==> src/rtl/cdb_arbiter.sv <==
// cdb_arbiter: producer end of the common data bus.
// Each execution unit hands its finished result (tag, data) to a small private
// FIFO through a valid/ready handshake. Every cycle, a round-robin arbiter picks
// at most one non-empty FIFO. It pops that FIFO's head into a registered,
// single-cycle broadcast that every reservation station and the register
// status table snoop. The bus has no backpressure, so a winner is always
// broadcast on the next edge.
// Tag 0 means "no producer". Such results are handshaken but never stored,
// so they can never appear on the bus.

module cdb_arbiter #(
   parameter int BW_PROCESSOR_DATA = 32,
   parameter int BW_TAG            = 3,
   parameter int NUM_SOURCE        = 3,
   parameter int FIFO_DEPTH        = 2
) (
   input  logic                                    clk,
   input  logic                                    rst,
   input  logic [NUM_SOURCE-1:0]                   i_exe_valid,
   output logic [NUM_SOURCE-1:0]                   i_exe_ready,
   input  logic [NUM_SOURCE*BW_TAG-1:0]            i_exe_tag_flatten,
   input  logic [NUM_SOURCE*BW_PROCESSOR_DATA-1:0] i_exe_data_flatten,
   output logic                                    o_cdb_valid,
   output logic [BW_TAG-1:0]                       o_cdb_tag,
   output logic signed [BW_PROCESSOR_DATA-1:0]     o_cdb_data,
   output logic [$clog2(NUM_SOURCE*FIFO_DEPTH+1)-1:0] o_pending
);

   // FIFO_DEPTH is a power of two, so the read/write pointers wrap for free.
   localparam int PTR_W  = (FIFO_DEPTH > 1) ? $clog2(FIFO_DEPTH) : 1;
   localparam int CNT_W  = $clog2(FIFO_DEPTH + 1);
   localparam int SRC_W  = (NUM_SOURCE > 1) ? $clog2(NUM_SOURCE) : 1;
   localparam int PEND_W = $clog2(NUM_SOURCE * FIFO_DEPTH + 1);

   // Per-source FIFO storage and bookkeeping
   logic [BW_TAG-1:0]            tag_mem  [NUM_SOURCE][FIFO_DEPTH];
   logic [BW_PROCESSOR_DATA-1:0] data_mem [NUM_SOURCE][FIFO_DEPTH];
   logic [PTR_W-1:0]             rd_ptr   [NUM_SOURCE];
   logic [PTR_W-1:0]             wr_ptr   [NUM_SOURCE];
   logic [CNT_W-1:0]             count    [NUM_SOURCE];
   logic [CNT_W-1:0]             count_next [NUM_SOURCE];

   // Unpacked views of the flattened result buses
   logic [BW_TAG-1:0]            in_tag   [NUM_SOURCE];
   logic [BW_PROCESSOR_DATA-1:0] in_data  [NUM_SOURCE];

   logic [NUM_SOURCE-1:0]        full;
   logic [NUM_SOURCE-1:0]        empty;
   logic [NUM_SOURCE-1:0]        push;
   logic [NUM_SOURCE-1:0]        pop;

   // Arbitration state
   logic                         win_valid;
   logic [SRC_W-1:0]             win_idx;
   logic [SRC_W-1:0]             rr_ptr;
   logic [SRC_W-1:0]             rr_next;
   logic [PEND_W-1:0]            pending_next;

   // Maps start+offset back into 0..NUM_SOURCE-1.
   // The sum never reaches 2*NUM_SOURCE, so one subtraction is enough.
   function automatic logic [SRC_W-1:0] wrap_src(input int val);
      if (val >= NUM_SOURCE) begin
         return SRC_W'(val - NUM_SOURCE);
      end
      return SRC_W'(val);
   endfunction

   for (genvar g = 0; g < NUM_SOURCE; g++) begin : g_src
      assign in_tag[g]  = i_exe_tag_flatten[g*BW_TAG +: BW_TAG];
      assign in_data[g] = i_exe_data_flatten[g*BW_PROCESSOR_DATA +: BW_PROCESSOR_DATA];
      assign full[g]    = (count[g] == CNT_W'(FIFO_DEPTH));
      assign empty[g]   = (count[g] == '0);
      // Ready depends only on occupancy. A full FIFO stays closed even when
      // it is being popped this cycle, which keeps ready off the
      // arbitration path.
      assign i_exe_ready[g] = !rst && !full[g];
      // Tag-0 results complete the handshake but are dropped here.
      assign push[g]       = i_exe_valid[g] && i_exe_ready[g] && (in_tag[g] != '0);
      assign pop[g]        = win_valid && (win_idx == SRC_W'(g));
      assign count_next[g] = count[g] + CNT_W'(push[g]) - CNT_W'(pop[g]);
   end

   // Round-robin search: first non-empty FIFO at or above the pointer, modulo NUM_SOURCE
   always_comb begin
      win_valid = 1'b0;
      win_idx   = '0;
      for (int i = 0; i < NUM_SOURCE; i++) begin
         if (!win_valid && !empty[wrap_src(int'(rr_ptr) + i)]) begin
            win_valid = 1'b1;
            win_idx   = wrap_src(int'(rr_ptr) + i);
         end
      end
   end

   // Next round-robin start is the source just after the winner
   always_comb begin
      rr_next = '0;
      if (win_idx != SRC_W'(NUM_SOURCE - 1)) begin
         rr_next = win_idx + SRC_W'(1);
      end
   end

   // Total occupancy after this edge, so o_pending tracks the FIFOs exactly
   always_comb begin
      pending_next = '0;
      for (int k = 0; k < NUM_SOURCE; k++) begin
         pending_next = pending_next + PEND_W'(count_next[k]);
      end
   end

   // FIFO pointers and occupancy; reset discards everything buffered
   always_ff @(posedge clk or posedge rst) begin
      if (rst) begin
         for (int k = 0; k < NUM_SOURCE; k++) begin
            rd_ptr[k] <= '0;
            wr_ptr[k] <= '0;
            count[k]  <= '0;
         end
      end else begin
         for (int k = 0; k < NUM_SOURCE; k++) begin
            if (push[k]) begin
               wr_ptr[k] <= wr_ptr[k] + PTR_W'(1);
            end
            if (pop[k]) begin
               rd_ptr[k] <= rd_ptr[k] + PTR_W'(1);
            end
            count[k] <= count_next[k];
         end
      end
   end

   // FIFO payload storage; contents are meaningless until the count covers them
   always_ff @(posedge clk) begin
      for (int k = 0; k < NUM_SOURCE; k++) begin
         if (push[k]) begin
            tag_mem[k][wr_ptr[k]]  <= in_tag[k];
            data_mem[k][wr_ptr[k]] <= in_data[k];
         end
      end
   end

   // Registered broadcast, round-robin pointer and pending count
   always_ff @(posedge clk or posedge rst) begin
      if (rst) begin
         o_cdb_valid <= 1'b0;
         o_cdb_tag   <= '0;
         o_cdb_data  <= '0;
         rr_ptr      <= '0;
         o_pending   <= '0;
      end else begin
         o_cdb_valid <= win_valid;
         if (win_valid) begin
            o_cdb_tag  <= tag_mem[win_idx][rd_ptr[win_idx]];
            o_cdb_data <= data_mem[win_idx][rd_ptr[win_idx]];
            rr_ptr     <= rr_next;
         end
         o_pending <= pending_next;
      end
   end

endmodule

==> config.mk <==
export PLATFORM = sky130hd
export DESIGN_NAME = cdb_arbiter
export DESIGN_NICKNAME = d
export VERILOG_FILES = /design/src/rtl/cdb_arbiter.sv
export SDC_FILE = /design/constraint.sdc
export NUM_CORES = 1
export LEC_CHECK = 0
export CAP_MARGIN = 30
export CORE_UTILIZATION = 54
export CTS_CLUSTER_SIZE = 10
export DETAILED_ROUTE_END_ITERATION = 8
export HOLD_SLACK_MARGIN = 0.05
export PLACE_DENSITY = 0.87
export RECOVER_POWER = 100
export SLEW_MARGIN = 20
export SYNTH_ARGS = -nofsm -noshare
export SYNTH_HDL_FRONTEND = slang
export SYNTH_SLANG_ARGS = --single-unit
==> constraint.sdc <==
create_clock -name clk -period 4.3 [get_ports clk]
set_input_delay 0.86 -clock clk [delete_from_list [all_inputs] [get_ports clk]]
set_output_delay 0.86 -clock clk [all_outputs]
set_load 0.02 [all_outputs]
==> flow_metrics.py <==
metrics = {
    "cts": {
        "cts_root_buf": "clkbuf_16",
        "cts_inserted_buffers": 30,
        "cts_tree": "done",
        "cts_max_path_buffers": 3,
        "cts.sinks": 263,
        "post_cts_buffers": 0,
        "postCtsResizedCells": 0,
        "ctsHtreeMaxLevel": 1,
        "clkSlewWorstSetupHoldPaths_ns": 0.06,
        "clk_latency_ns": 0.54,
        "cts_hold_buffers": 0,
    },
    "floorplan": {
        "start_util": 0.5517,
        "core_um2": 19460,
        "die-height_um": 143.0,
        "dieArea_um2": 20450,
        "ios": 152,
        "rows": 51,
        "dieWidth_um": 143.0,
    },
    "finish": {
        "final_cell_mix": "210 x edfxtp_1, 148 x dlygate4sd3_1, 71 x nand3_1, 71 x nand2_1, 53 x dfrtp_1",
        "nNetsFinal": 1035,
        "areaGrowthSynthToFinish_pct": 23.49,
        "layout-drive-gt1-share": 0.07816,
        "final_common_cell": "edfxtp_1",
        "final_core_util": 0.6813,
        "fill_cells": 1368,
    },
    "hold_path": {
        "min_path_cells": 2,
        "hp-class": "flip-flop to flip-flop",
        "holdCritStartpoint": "o_cdb_data[22]",
        "hold_end": "o_cdb_data[22]",
    },
    "critical_path": {
        "worstPathMaxFanout": 11,
        "start_kind": "flip-flop",
        "arrival_ns": 4.27,
        "crit_path_end_kind": "flip-flop",
        "worstSetupPathType": "flip-flop to flip-flop",
        "rr_worst_depth": 13,
        "timing.rr.end": "o_pending[2]",
        "worstReg2RegStart": "rr_ptr[0]",
        "r2r_setup_slack_ns": 0.45,
        "required_ns": 4.72,
    },
    "timing": {
        "fmax_ghz": 0.2599,
        "whs_ns": 0.4799,
        "fin_skew_ns": 0.01444,
        "post-route-period-util": 0.8950,
        "worstMarginPinSlew_ns": 1.934,
        "slew_violations": 48,
        "rsz0062_at_grt": "false",
        "setup_viol": 0,
        "hold_viol": 0,
        "slew_headroom": -0.2893,
        "tns_ns": 0,
        "post-route-min-period_ns": 3.848,
    },
    "routing": {
        "totalWireLength_um": 28020,
        "first_iter_violations": 692,
        "final_antenna_net_count": 0,
        "vias_per_cell": 6.077,
        "via_count": 7299,
        "dr.pass1.iters": 5,
        "drc_errors": 0,
        "routedWlPerCell_um": 23.33,
    },
    "logic_synthesis": {
        "synth.distinct_cells": 47,
        "synth-edff-count": 210,
        "ys_ff_latch": 263,
        "synth_area_leader_cell": "edfxtp_1",
        "synth_fp_nets": 879,
        "synth-main-ff-cell": "edfxtp_1",
        "yosys.area.top_type_share": 0.5873,
        "yosys_warnings": 0,
        "ys_seq_area_frac": 0.7108,
        "synthCells": 758,
        "avgSynthCellArea_um2": 14.17,
        "synth.area.top_cells": "edfxtp_1 59%, dfrtp_1 12%, o211ai_2 3.5%",
        "syn-cell-area_um2": 10740,
        "async_reset_ff_frac": 0.2015,
    },
    "power": {
        "p_int_w": 0.007048,
        "cellPowerDensity_nw_per_um2": 919.4,
        "switching_share": 0.4219,
        "p_seq_frac": 0.298,
        "p_leak_nw": 4.658,
        "combPwrFrac": 0.517,
        "power_frac_clock": 0.185,
        "irDropWorstVdd_mv": 1.163,
        "p_switching_w": 0.005143,
    },
    "global_routing": {
        "grt_overflow": 0,
        "grt_antenna_before_repair": 2,
        "grt_pass1_vias": 7726,
        "grt_pass1_wl_um": 43180,
        "grt_max_degree": 44,
        "grt_use_total": 0.2866,
    },
    "placed_design": {
        "port_buffers": 151,
        "place.gp.congestion": 0.8240,
        "dp_hpwl_um": 16760,
    },
    "flow_run": {
        "max_cap_violations": 4,
    },
    "run_status": {
        "status": "finished, violations left",
        "violations": "capacitance limit, slew limit",
    },
}
synthesized netlist by cell type (3+ instances only):
library cell	count
edfxtp_1	210
nand2_1	72
nand3_1	71
dfrtp_1	53
a21oi_1	41
clkbuf_1	40
nand2b_1	35
nand4_1	35
o21ai_0	35
o2bb2ai_1	35
o211ai_2	30
inv_1	15
xnor2_1	11
nor2_1	10
ha_1	9
buf_2	6
buf_6	5
o211ai_1	5
o311ai_0	3
worst max-delay path, stage by stage (launching register included):
cell and delay, ns:
dfrtp_1 0.40, ha_1 0.35, or3_1 0.45, o21ai_2 0.19, o31ai_1 0.15, nor3_1 0.50, ha_1 0.34, inv_1 0.06
ha_1 0.14, xnor2_1 0.13, xnor2_1 0.18, fa_1 0.47, ha_1 0.22, xor2_1 0.16
per-layer routing:
| layer | GRT usage | wire length [um] | up-vias | share of wire |
|---|---|---|---|---|
| li1 | - | - | 3192 | - |
| met4 | 0.1364 | 882 | 0 | 0.031 |
| met2 | 0.4917 | 14320 | 427 | 0.51 |
| met1 | 0.3593 | 10660 | 3602 | 0.38 |
| met3 | 0.04091 | 2159 | 78 | 0.077 |
| met5 | 0 | 0 | - | 0 |
worst max path at each step:
| stage | from | end | slack (ns) |
|---|---|---|---|
| 2_1_floorplan | rr_ptr[0] | o_pending[2] | 0.54 |
| 4_1_cts | rr_ptr[0] | o_pending[2] | 0.63 |
| 6_report | rr_ptr[0] | o_pending[2] | 0.45 |
| 3_5_place_dp | rst | o_pending[2] | 0.47 |
| 5_1_grt | rst | data_mem[1][50] | 0.24 |
| 3_3_place_gp | i_exe_tag_flatten[1] | o_pending[2] | 0.64 |
sequential cells by signal, indices dropped and copies added (netlist names):
register,flops
data_mem,192
o_cdb_data,32
tag_mem,18
count,6
o_cdb_tag,3
o_pending,3
rd_ptr,3
wr_ptr,3
rr_ptr,2
o_cdb_valid,1
per-stage QoR:
stage | worst slack (ns) | total power [W] | instances | area, um^2
after CTS | 0.6268 | 0.01272 | 1198 | 13530
after global routing | 0.2403 | 0.01294 | 1201 | 13260
after global placement | 0.6374 | 0.01011 | 1145 | 12640
after floorplan | 0.5388 | 0.008312 | 758 | 10740
final | 0.4516 | 0.01219 | 1201 | 13260
after detailed placement | 0.4679 | 0.01044 | 1146 | 12670
cells by family (layout without fill, tap and decap cells):
logic type | Yosys count | after routing | synth area share
XOR/XNOR | 13 | 13 | 0.01060
adder cells (fa/ha/maj) | 11 | 11 | 0.01422
AND/OR/NAND/NOR | 237 | 237 | 0.1143
flip-flops | 263 | 263 | 0.7108
buffers and inverters | 68 | 244 | 0.02866
other | 0 | 2 | 0
AO/OA/AOI/OAI | 166 | 166 | 0.1214
final cells by class:
class | instances | area [um^2] | area share
flip-flops and latches | 263 | 7632 | 0.5756
multi-input cells | 427 | 2678 | 0.2019
repair buffers | 177 | 1698 | 0.1280
clock buffers | 51 | 850.8 | 0.06416
well taps | 265 | 331.6 | 0.02500
inverters | 15 | 56.30 | 0.004246
clock inverters | 1 | 8.758 | 0.0006605
diodes | 2 | 5.005 | 0.0003774
power groups by stage:
stage / combinational, W / clock [W] / sequential [W]
final: 0.00630 / 0.00225 / 0.00364
after global placement: 0.00644 / 0 / 0.00367
after CTS: 0.00680 / 0.00228 / 0.00364
after floorplan: 0.00448 / 0 / 0.00383
after global routing: 0.00689 / 0.00238 / 0.00367
after detailed placement: 0.00676 / 0 / 0.00368
Note: power is estimated with default switching activity, not from simulation.
